**src/rtl/coin_acceptor_if.sv**
```systemverilog
// Coin-side and machine-side signals of coin_acceptor; slave is the acceptor, master the coin mech/bench.
// total_in/total_refund exist only when COIN_ACCEPTOR_AUDIT_EN is defined.
interface coin_acceptor_if #(
    parameter int VAL_W = 3
);
    logic             coin_valid;
    logic [VAL_W-1:0] coin_value;
    logic             coin_ready;
    logic             cancel_req;
    logic             vend_done;
    logic             vm_coin;
    logic             vm_cancel;
    logic             refund_pulse;
    logic             coin_reject;
    logic [3:0]       credit;
    logic             busy;
`ifdef COIN_ACCEPTOR_AUDIT_EN
    logic [15:0]      total_in;
    logic [15:0]      total_refund;

    modport slave (
        input  coin_valid, coin_value, cancel_req, vend_done,
        output coin_ready, vm_coin, vm_cancel, refund_pulse, coin_reject, credit, busy,
        output total_in, total_refund
    );
    modport master (
        output coin_valid, coin_value, cancel_req, vend_done,
        input  coin_ready, vm_coin, vm_cancel, refund_pulse, coin_reject, credit, busy,
        input  total_in, total_refund
    );
`else
    modport slave (
        input  coin_valid, coin_value, cancel_req, vend_done,
        output coin_ready, vm_coin, vm_cancel, refund_pulse, coin_reject, credit, busy
    );
    modport master (
        output coin_valid, coin_value, cancel_req, vend_done,
        input  coin_ready, vm_coin, vm_cancel, refund_pulse, coin_reject, credit, busy
    );
`endif
endinterface

```
**src/rtl/coin_acceptor.sv**
```systemverilog
// Coin acceptor: serialises multi-unit coins into vm_coin pulses, tracks machine credit, refunds on cancel.
// Optional audit counters (total_in/total_refund) enabled by COIN_ACCEPTOR_AUDIT_EN.
module coin_acceptor #(
    parameter int VAL_W      = 3,
    parameter int MAX_CREDIT = 5,
    parameter int GAP        = 1
) (
    input  logic            clk,
    input  logic            rst,     // active-low, asynchronous
    coin_acceptor_if.slave  bus
);
    typedef enum logic [2:0] {
        S_IDLE, S_EMIT_HI, S_EMIT_GAP, S_CANCEL, S_REFUND_HI, S_REFUND_GAP
    } state_t;

    state_t           r_state;
    state_t           w_next;
    logic [VAL_W-1:0] r_pending;
    logic [3:0]       r_credit;
    logic [3:0]       r_gap_cnt;
    logic             r_cancel_prev;
    logic             r_cancel_sticky;
    logic             r_ready_en;
    logic             r_coin_reject;

    logic             w_cancel_rise;
    logic             w_coin_ready;
    logic             w_fire;
    logic             w_fits;
    logic             w_gap_done;
    logic             w_stop;
    logic             w_pending_left;
    logic [3:0]       w_credit_base;
    logic [4:0]       w_credit_sum;
    logic             w_vm_coin;
    logic             w_vm_cancel;
    logic             w_refund_pulse;
    logic             w_busy;

    assign w_cancel_rise  = bus.cancel_req & ~r_cancel_prev;
    assign w_coin_ready   = r_ready_en & (r_state == S_IDLE) & ~bus.cancel_req;
    assign w_fire         = bus.coin_valid & w_coin_ready;
    // A coin arriving alongside vend_done is judged against the already-cleared credit
    assign w_credit_base  = bus.vend_done ? 4'd0 : r_credit;
    assign w_credit_sum   = {1'b0, w_credit_base} + 5'(bus.coin_value);
    assign w_fits         = (bus.coin_value != '0) && (w_credit_sum <= 5'(MAX_CREDIT));
    assign w_gap_done     = (r_gap_cnt == 4'd0);
    assign w_stop         = r_cancel_sticky | w_cancel_rise;
    assign w_pending_left = ~bus.vend_done & (r_pending != '0);

    always_ff @(posedge clk or negedge rst) begin
        if (!rst) r_state <= S_IDLE;
        else      r_state <= w_next;
    end

    always_comb begin
        w_next = r_state;
        unique case (r_state)
            S_IDLE: begin
                if (w_cancel_rise)         w_next = S_CANCEL;
                else if (w_fire && w_fits) w_next = S_EMIT_HI;
            end
            S_EMIT_HI:  w_next = S_EMIT_GAP;
            S_EMIT_GAP: begin
                if (w_gap_done) begin
                    if (w_stop)              w_next = S_CANCEL;
                    else if (w_pending_left) w_next = S_EMIT_HI;
                    else                     w_next = S_IDLE;
                end
            end
            S_CANCEL:     w_next = (r_credit != 4'd0) ? S_REFUND_HI : S_IDLE;
            S_REFUND_HI:  w_next = S_REFUND_GAP;
            S_REFUND_GAP: begin
                if (w_gap_done) w_next = (r_credit != 4'd0) ? S_REFUND_HI : S_IDLE;
            end
            default:      w_next = S_IDLE;
        endcase
    end

    always_comb begin
        w_vm_coin      = 1'b0;
        w_vm_cancel    = 1'b0;
        w_refund_pulse = 1'b0;
        w_busy         = (r_state != S_IDLE);
        unique case (r_state)
            S_EMIT_HI:   w_vm_coin      = 1'b1;
            S_CANCEL:    w_vm_cancel    = 1'b1;
            S_REFUND_HI: w_refund_pulse = 1'b1;
            default: ;
        endcase
    end

    always_ff @(posedge clk or negedge rst) begin
        if (!rst) begin
            r_pending       <= '0;
            r_credit        <= 4'd0;
            r_gap_cnt       <= 4'd0;
            r_cancel_prev   <= 1'b0;
            r_cancel_sticky <= 1'b0;
            r_ready_en      <= 1'b0;
            r_coin_reject   <= 1'b0;
        end else begin
            r_cancel_prev <= bus.cancel_req;
            r_ready_en    <= 1'b1;
            r_coin_reject <= w_fire & ~w_fits;
            unique case (r_state)
                S_IDLE: begin
                    r_credit <= w_credit_base;
                    if (w_fire && w_fits) r_pending <= bus.coin_value;
                end
                S_EMIT_HI: begin
                    r_gap_cnt <= 4'(GAP - 1);
                    if (w_cancel_rise) r_cancel_sticky <= 1'b1;
                    if (bus.vend_done) begin
                        r_credit  <= 4'd0;
                        r_pending <= '0;
                    end else begin
                        r_credit  <= r_credit + 4'd1;
                        r_pending <= r_pending - 1'b1;
                    end
                end
                S_EMIT_GAP: begin
                    if (!w_gap_done) r_gap_cnt <= r_gap_cnt - 4'd1;
                    if (w_cancel_rise) r_cancel_sticky <= 1'b1;
                    // On a cancel, undelivered units become credit so the refund returns the whole coin
                    if (bus.vend_done) begin
                        r_credit  <= 4'd0;
                        r_pending <= '0;
                    end else if (w_gap_done && w_stop) begin
                        r_credit  <= r_credit + 4'(r_pending);
                        r_pending <= '0;
                    end
                    if (w_gap_done && w_stop) r_cancel_sticky <= 1'b0;
                end
                S_REFUND_HI: begin
                    r_gap_cnt <= 4'(GAP - 1);
                    r_credit  <= r_credit - 4'd1;
                end
                S_REFUND_GAP: begin
                    if (!w_gap_done) r_gap_cnt <= r_gap_cnt - 4'd1;
                end
                default: ;
            endcase
        end
    end

`ifdef COIN_ACCEPTOR_AUDIT_EN
    logic [15:0] r_total_in;
    logic [15:0] r_total_refund;

    always_ff @(posedge clk or negedge rst) begin
        if (!rst) begin
            r_total_in     <= 16'd0;
            r_total_refund <= 16'd0;
        end else begin
            if (w_vm_coin && r_total_in != 16'hFFFF)          r_total_in     <= r_total_in + 16'd1;
            if (w_refund_pulse && r_total_refund != 16'hFFFF) r_total_refund <= r_total_refund + 16'd1;
        end
    end

    assign bus.total_in     = r_total_in;
    assign bus.total_refund = r_total_refund;
`endif

    assign bus.coin_ready   = w_coin_ready;
    assign bus.vm_coin      = w_vm_coin;
    assign bus.vm_cancel    = w_vm_cancel;
    assign bus.refund_pulse = w_refund_pulse;
    assign bus.coin_reject  = r_coin_reject;
    assign bus.credit       = r_credit;
    assign bus.busy         = w_busy;
endmodule
```
**src/flat_wrapper.sv**
```systemverilog
// flat-port wrapper written by rule: the top's interface ports become plain ports
module coin_acceptor_flat 
#(
    parameter int VAL_W      = 3,
    parameter int MAX_CREDIT = 5,
    parameter int GAP        = 1
)
  (clk, rst, bus_coin_valid, bus_coin_value, bus_cancel_req, bus_vend_done, bus_coin_ready, bus_vm_coin, bus_vm_cancel, bus_refund_pulse, bus_coin_reject, bus_credit, bus_busy);
  coin_acceptor_if #(.VAL_W(VAL_W)) bus_i ();
  input  logic clk;
  input  logic rst;
  input wire logic [$bits(bus_i.coin_valid)-1:0] bus_coin_valid;
  input wire logic [$bits(bus_i.coin_value)-1:0] bus_coin_value;
  input wire logic [$bits(bus_i.cancel_req)-1:0] bus_cancel_req;
  input wire logic [$bits(bus_i.vend_done)-1:0] bus_vend_done;
  output wire logic [$bits(bus_i.coin_ready)-1:0] bus_coin_ready;
  output wire logic [$bits(bus_i.vm_coin)-1:0] bus_vm_coin;
  output wire logic [$bits(bus_i.vm_cancel)-1:0] bus_vm_cancel;
  output wire logic [$bits(bus_i.refund_pulse)-1:0] bus_refund_pulse;
  output wire logic [$bits(bus_i.coin_reject)-1:0] bus_coin_reject;
  output wire logic [$bits(bus_i.credit)-1:0] bus_credit;
  output wire logic [$bits(bus_i.busy)-1:0] bus_busy;
  assign bus_i.coin_valid = bus_coin_valid;
  assign bus_i.coin_value = bus_coin_value;
  assign bus_i.cancel_req = bus_cancel_req;
  assign bus_i.vend_done = bus_vend_done;
  assign bus_coin_ready = bus_i.coin_ready;
  assign bus_vm_coin = bus_i.vm_coin;
  assign bus_vm_cancel = bus_i.vm_cancel;
  assign bus_refund_pulse = bus_i.refund_pulse;
  assign bus_coin_reject = bus_i.coin_reject;
  assign bus_credit = bus_i.credit;
  assign bus_busy = bus_i.busy;
  coin_acceptor #(.VAL_W(VAL_W), .MAX_CREDIT(MAX_CREDIT), .GAP(GAP)) u_core (.clk(clk), .rst(rst), .bus(bus_i));
endmodule
```
**config.mk**
```make
export PLATFORM = sky130hd
export DESIGN_NAME = coin_acceptor_flat
export DESIGN_NICKNAME = d
export VERILOG_FILES = /design/src/rtl/coin_acceptor_if.sv /design/src/rtl/coin_acceptor.sv /design/src/flat_wrapper.sv
export SDC_FILE = /design/constraint.sdc
export NUM_CORES = 1
export LEC_CHECK = 0
export CAP_MARGIN = 20
export CORE_MARGIN = 4
export CORE_UTILIZATION = 59
export CTS_BUF_LIST = sky130_fd_sc_hd__clkbuf_4 sky130_fd_sc_hd__clkbuf_8
export CTS_CLUSTER_DIAMETER = 120
export DETAILED_ROUTE_END_ITERATION = 8
export PLACE_DENSITY = 0.91
export SYNTH_ARGS = -nofsm -noshare
export SYNTH_HDL_FRONTEND = slang
export SYNTH_SLANG_ARGS = --single-unit
```
**constraint.sdc**
```tcl
create_clock -name clk -period 3.6 [get_ports clk]
set_input_delay 0.54 -clock clk [delete_from_list [all_inputs] [get_ports clk]]
set_output_delay 0.54 -clock clk [all_outputs]
set_load 0.01 [all_outputs]
```
# After elaboration in Yosys (flattened, before gate mapping)
# Cells that the tools add are included.
totals:
  reg_bits: 18
  out_inout_bits: 10
  word_cells: 82
classes:
  n_addsub: 6
  n_lt_le_gt_ge: 1
  n_eq_ne: 11
  muxes: 26
  n_bitwise: 11
  reduce_logical: 19
op_table:
  columns: ["cell", "count"]
  rows:
  - ["$mux 3", 10]
  - ["$mux 4", 5]
  - ["$pmux 3 s6", 1]
  - ["$pmux 4 s4", 1]
  - ["$reduce_bool 3->1", 4]
  - ["$pmux 3 s3", 1]
  - ["$pmux 4 s2", 1]
  - ["$reduce_bool 4->1", 2]
  - ["$sub 4x1->4 const B", 2]
  - ["$and 1x1->1", 6]
  - ["$eq 3x2->1 const B", 2]
  - ["$eq 3x3->1 const B", 2]
  - ["$mux 1", 6]
  - ["$ne 3x2->1 const B", 2]
  - ["$reduce_and 3->1", 2]
  - ["$add 4x3->5", 1]
  - ["$le 5x3->1 const B", 1]
  - ["$add 4x1->4 const B", 1]
  - ["$add 4x3->4", 1]
  - ["$logic_not 4->1", 1]
  - ["$ne 2x1->1 const B", 2]
  - ["$ne 2x2->1 const B", 2]
  - ["$not 1->1", 4]
  - ["$reduce_and 2->1", 2]
  - ["other kinds (8)", 12]

# Longest topological paths before layout
depth:
  depth_word: 8
  mapped_depth: 9
  mapped_depth_nobuf: 9

# Worst setup path before layout
# No wires, ideal clock.
synth_timing:
  path_type: "input port to flip-flop"
  start: "input bus_vend_done"
  end: "register u_core.r_pending[0]"
  arrival_ns: 2.643
  slack_ns: 0.829
  path_stages: 9
  n_path_buf: 1
  cell_sequence: "clkbuf_1 -> nor2_1 -> ha_1 -> fa_1 -> xor2_1 -> a2111oi_2 -> a21oi_2 -> nor2b_4 -> mux2_1"
synth_between:
  elab_chain_cells: 7
synth_rtl:
  columns: ["item", "line", "source"]
  rows:
  - ["from (decl)", "flat_wrapper.sv:15", "input wire logic [$bits(bus_i.vend_done)-1:0] bus_vend_done;"]
  - ["$mux 4", "coin_acceptor.sv:44", "assign w_credit_base = bus.vend_done ? 4'd0 : r_credit;"]
  - ["$add 4x3->5", "coin_acceptor.sv:45", "assign w_credit_sum = {1'b0, w_credit_base} + 5'(bus.coin_value);"]
  - ["$le 5x3->1", "coin_acceptor.sv:46", "assign w_fits = (bus.coin_value != '0) && (w_credit_sum <= 5'(MAX_CREDIT));"]
  - ["$logic_and 1x1->1", "coin_acceptor.sv:46", null]
  - ["$logic_and 1x1->1", "coin_acceptor.sv:109", "if (w_fire && w_fits) r_pending <= bus.coin_value;"]
  - ["$ne 2x2->1 (no line)", null, null]
  - ["$reduce_and 3->1 (no line)", null, null]
  - ["to (signal assigned)", "coin_acceptor.sv:109", null]
  - ["to (signal assigned)", "coin_acceptor.sv:119", "r_pending <= r_pending - 1'b1;"]
  - ["to (decl)", "coin_acceptor.sv:18", "logic [VAL_W-1:0] r_pending;"]
# Several ways; a longest one is shown, not always the timed one.
# A chain may end at the register's enable or synchronous reset.

# Worst setup path in the final report
# Ends and elaborated chain as after synthesis.

==> results by group <==
Critical path
  – CP endpoint kind: register
  – Critical Path Source Type: primary input
  – Max stage delay on crit path: 470 ps
  – Worst reg2reg startpoint: u_core.bus.credit[0]
  – Worst EP arrival: 3050 ps
  – Setup crit end: u_core.r_pending[0]
  – Critical path fanouts, max: 3
  – Slowest library cell on the worst path: clkdlybuf4s50_1
  – R2R depth: 9
  – Critical Path Start: bus_vend_done
  – Worst-path cell chain: clkdlybuf4s50_1, nor2_1, ha_1, fa_1, xor2_1, a2111oi_2, a21oi_2, nor2b_4, mux2_1
  – FF-to-FF End: u_core.r_pending[0]
  – Reg-to-reg setup timing slack: 760 ps
  – Req. time, crit path: 3790 ps
  – Setup CP Type: in2reg

Floorplanning
  – Rows: 19
  – Core area: 2780 sq um
  – Starting Density: 62.3%
  – Die Wd: 62.2 um
  – Ports: 18
  – Die Y: 62.2 um
  – Full die area: 3870 sq um

CTS
  – CTS Hold Buffers Added: 0
  – TritonCTS Buffers: 3
  – Post-cts sizing count: 0
  – Postcts setup bufs: 0
  – H-tree Lvls: 1
  – Max Root-Sink Buffers: 2
  – Clock Latency Late Sink: 310 ps
  – Sink Count: 18
  – Reg clk slew, reported paths: 110 ps
  – Root Driver: clkbuf_4
  – CTS tree: yes

Route
  – DR pass1 iterations: 7
  – Drt wl/cell: 17.5 um
  – Routed Antenna Nets: 0
  – Residual DRC count: 0
  – Via count: 1629
  – Total wire length: 4330 um
  – Post-DR vias/cell: 6.57
  – DR iter-0 viols: 114

STA
  – Clock Skew: 6.24 ps
  – Total negative setup slack: 0 ps
  – FMAX: 0.350 GHz
  – Worst Max-Slew Pin Slew: 829 ps
  – Setup violations, final: 0
  – Final hold viol count: 0
  – Worst relative slew slack: 44.6%
  – Period minus WS final: 2860 ps
  – Unrepaired setup endpoints after global routing: false
  – Final worst path period share: 79.5%
  – Max-slew violation count: 0
  – Hold slack: 576 ps

Run
  – Maxcap violations: 0

Logic synthesis
  – Top cell type's share of synthesized area: 26.0%
  – Post-Synth XOR/XNOR Area: 2.53%
  – Mapped Nets: 227
  – Synthesized instance count: 205
  – Largest family of logic cells by synthesized area: compound AO/OA/AOI/OAI gates
  – Most common cell in the netlist: nor2_1
  – Sequential area share after synthesis: 26.0%
  – Commonest cells in the netlist: 20 x nor2_1, 18 x dfrtp_1, 17 x inv_1
  – Synth unique cells: 58
  – Post-synth EDFFs: 0
  – Simple-Gate Fraction of Synth Area: 21.5%
  – Top cell type by total area after synthesis: dfrtp_1
  – Yosys warnings: 0
  – Post-Syn Area: 1730 sq um
  – Synth Area in Adders: 11.5%
  – Post-synthesis async set-or-reset flop share: 100%
  – Post-synthesis mux area share: 1.30%
  – Synth area leaders: dfrtp_1 26%, ha_1 8.7%, a21oi_1 4.3%, nor2_1 4.3%, o21ai_0 3.8%
  – Number of synthesized register bits: 18
  – Compound-gate portion of the synthesized area: 29.8%
  – Prevailing post-synth register cell: dfrtp_1
  – Avg Cell Area, Syn: 8.46 sq um

Cells and area
  – Layout area overhead: 11.6%
  – Share of cells above drive strength 1: 7.83%
  – Final Cell Area: 1940 sq um
  – Number of diodes: 0
  – Final nets: 241
  – Fillcell total: 230
  – Util after Layout: 69.6%

Global route
  – Antenna violations before repair: 0
  – GRT Overall Usage: 22.9%
  – First-pass GRT wire length: 7390 um
  – Number of global-route vias before repair: 1573
  – Grt ovf: 0
  – Largest net degree at the start of global routing: 30

Place
  – GP Congestion: 0.913
  – Placed cell areas: 1910 sq um
  – Hpwl dp: 3180 um
  – Number of I/O port buffers: 17

Outcome
  – Run status: finished clean

Pwr
  – Power Density: 804 nW/um^2
  – Pleak: 0.846 nW
  – Worst VDD drop: 0.672 mV

Hold path
  – Hold Path Class: reg2reg
## routing by layer
layer / vias to the layer above / global-route usage (%) / wire (um)
li1: 765 / - / -
met1: 780 / 30.8 / 1850
met2: 80 / 38.3 / 2050
met3: 4 / 3.42 / 389
met4: 0 / 5.69 / 36
met5: - / 0 / 0
## cell type report
class | count | area [sq um] | area share (%)
clock buffer | 3 | 22.5 | 1.16
sequential | 18 | 450 | 23.3
inverter | 17 | 63.8 | 3.30
timing repair buffer | 21 | 200 | 10.3
tap | 31 | 38.8 | 2.00
multi-input combinational | 158 | 1160 | 59.9
## flip-flops by register name, summed over array words and instances (netlist names)
register	flops
u_core.bus.credit	4
u_core.r_gap_cnt	4
u_core.r_pending	3
u_core.r_state	3
u_core.bus.coin_reject	1
u_core.r_cancel_prev	1
u_core.r_cancel_sticky	1
u_core.r_ready_en	1
## per-stage QoR
step           power (W)  worst slack, ps  instances
3_5_place_dp     0.00143              425        245
2_1_floorplan    0.00115              829        205
5_1_grt          0.00169              625        248
6_report         0.00156              740        248
4_1_cts          0.00154              743        248
3_3_place_gp     0.00140              518        245
## worst max-delay path, delay by kind of cell
family | cells | cell delay (ps)
compound gates | 2 | 590
mux | 1 | 340
buf+inv | 1 | 470
xor+xnor | 1 | 200
simple gates | 2 | 210
fa+ha+maj | 2 | 690
## cells in the final DEF, fill, tap and decap left out, types with 3 or more instances in the layout
cell and n:
a21o_1 5, a21oi_1 15, a22oi_1 4, buf_4 4, clkbuf_4 3, clkdlybuf4s50_1 17, dfrtp_1 18, ha_1 12
inv_1 17, nand2_1 10, nand2b_1 9, nor2_1 20, nor3_1 5, o21a_1 3, o21ai_0 13, o221ai_1 3
o22ai_1 3, or3_1 3, xor2_1 3
## how the worst min path moves through the flow
stage	startpoint	to	slack, ps	depth (start not counted)
2_1_floorplan	rst	u_core.bus.coin_reject	240	0
3_3_place_gp	u_core.r_gap_cnt[0]	u_core.r_gap_cnt[0]	540	2
3_5_place_dp	u_core.r_pending[1]	u_core.r_pending[1]	540	1
4_1_cts	u_core.r_pending[1]	u_core.r_pending[1]	570	1
5_1_grt	u_core.r_gap_cnt[1]	u_core.r_gap_cnt[1]	600	1
6_report	u_core.r_gap_cnt[0]	u_core.r_gap_cnt[0]	580	2
## cells by family after synthesis
family	count (synthesis)
mux	2
fa+ha+maj	15
flops	18
compound gates	69
xor+xnor	5
other cells	1
buf+inv	29
simple gates	66
## report_power, final
part           total [W]  leakage [nW]  internal (W)  switching, W
clock network   0.000108        0.0138     0.0000391     0.0000691
logic            0.00108         0.604      0.000473      0.000612
registers       0.000365         0.228      0.000268     0.0000967
total            0.00156         0.846      0.000780      0.000777
No activity file was read; power rests on OpenSTA's default activity.
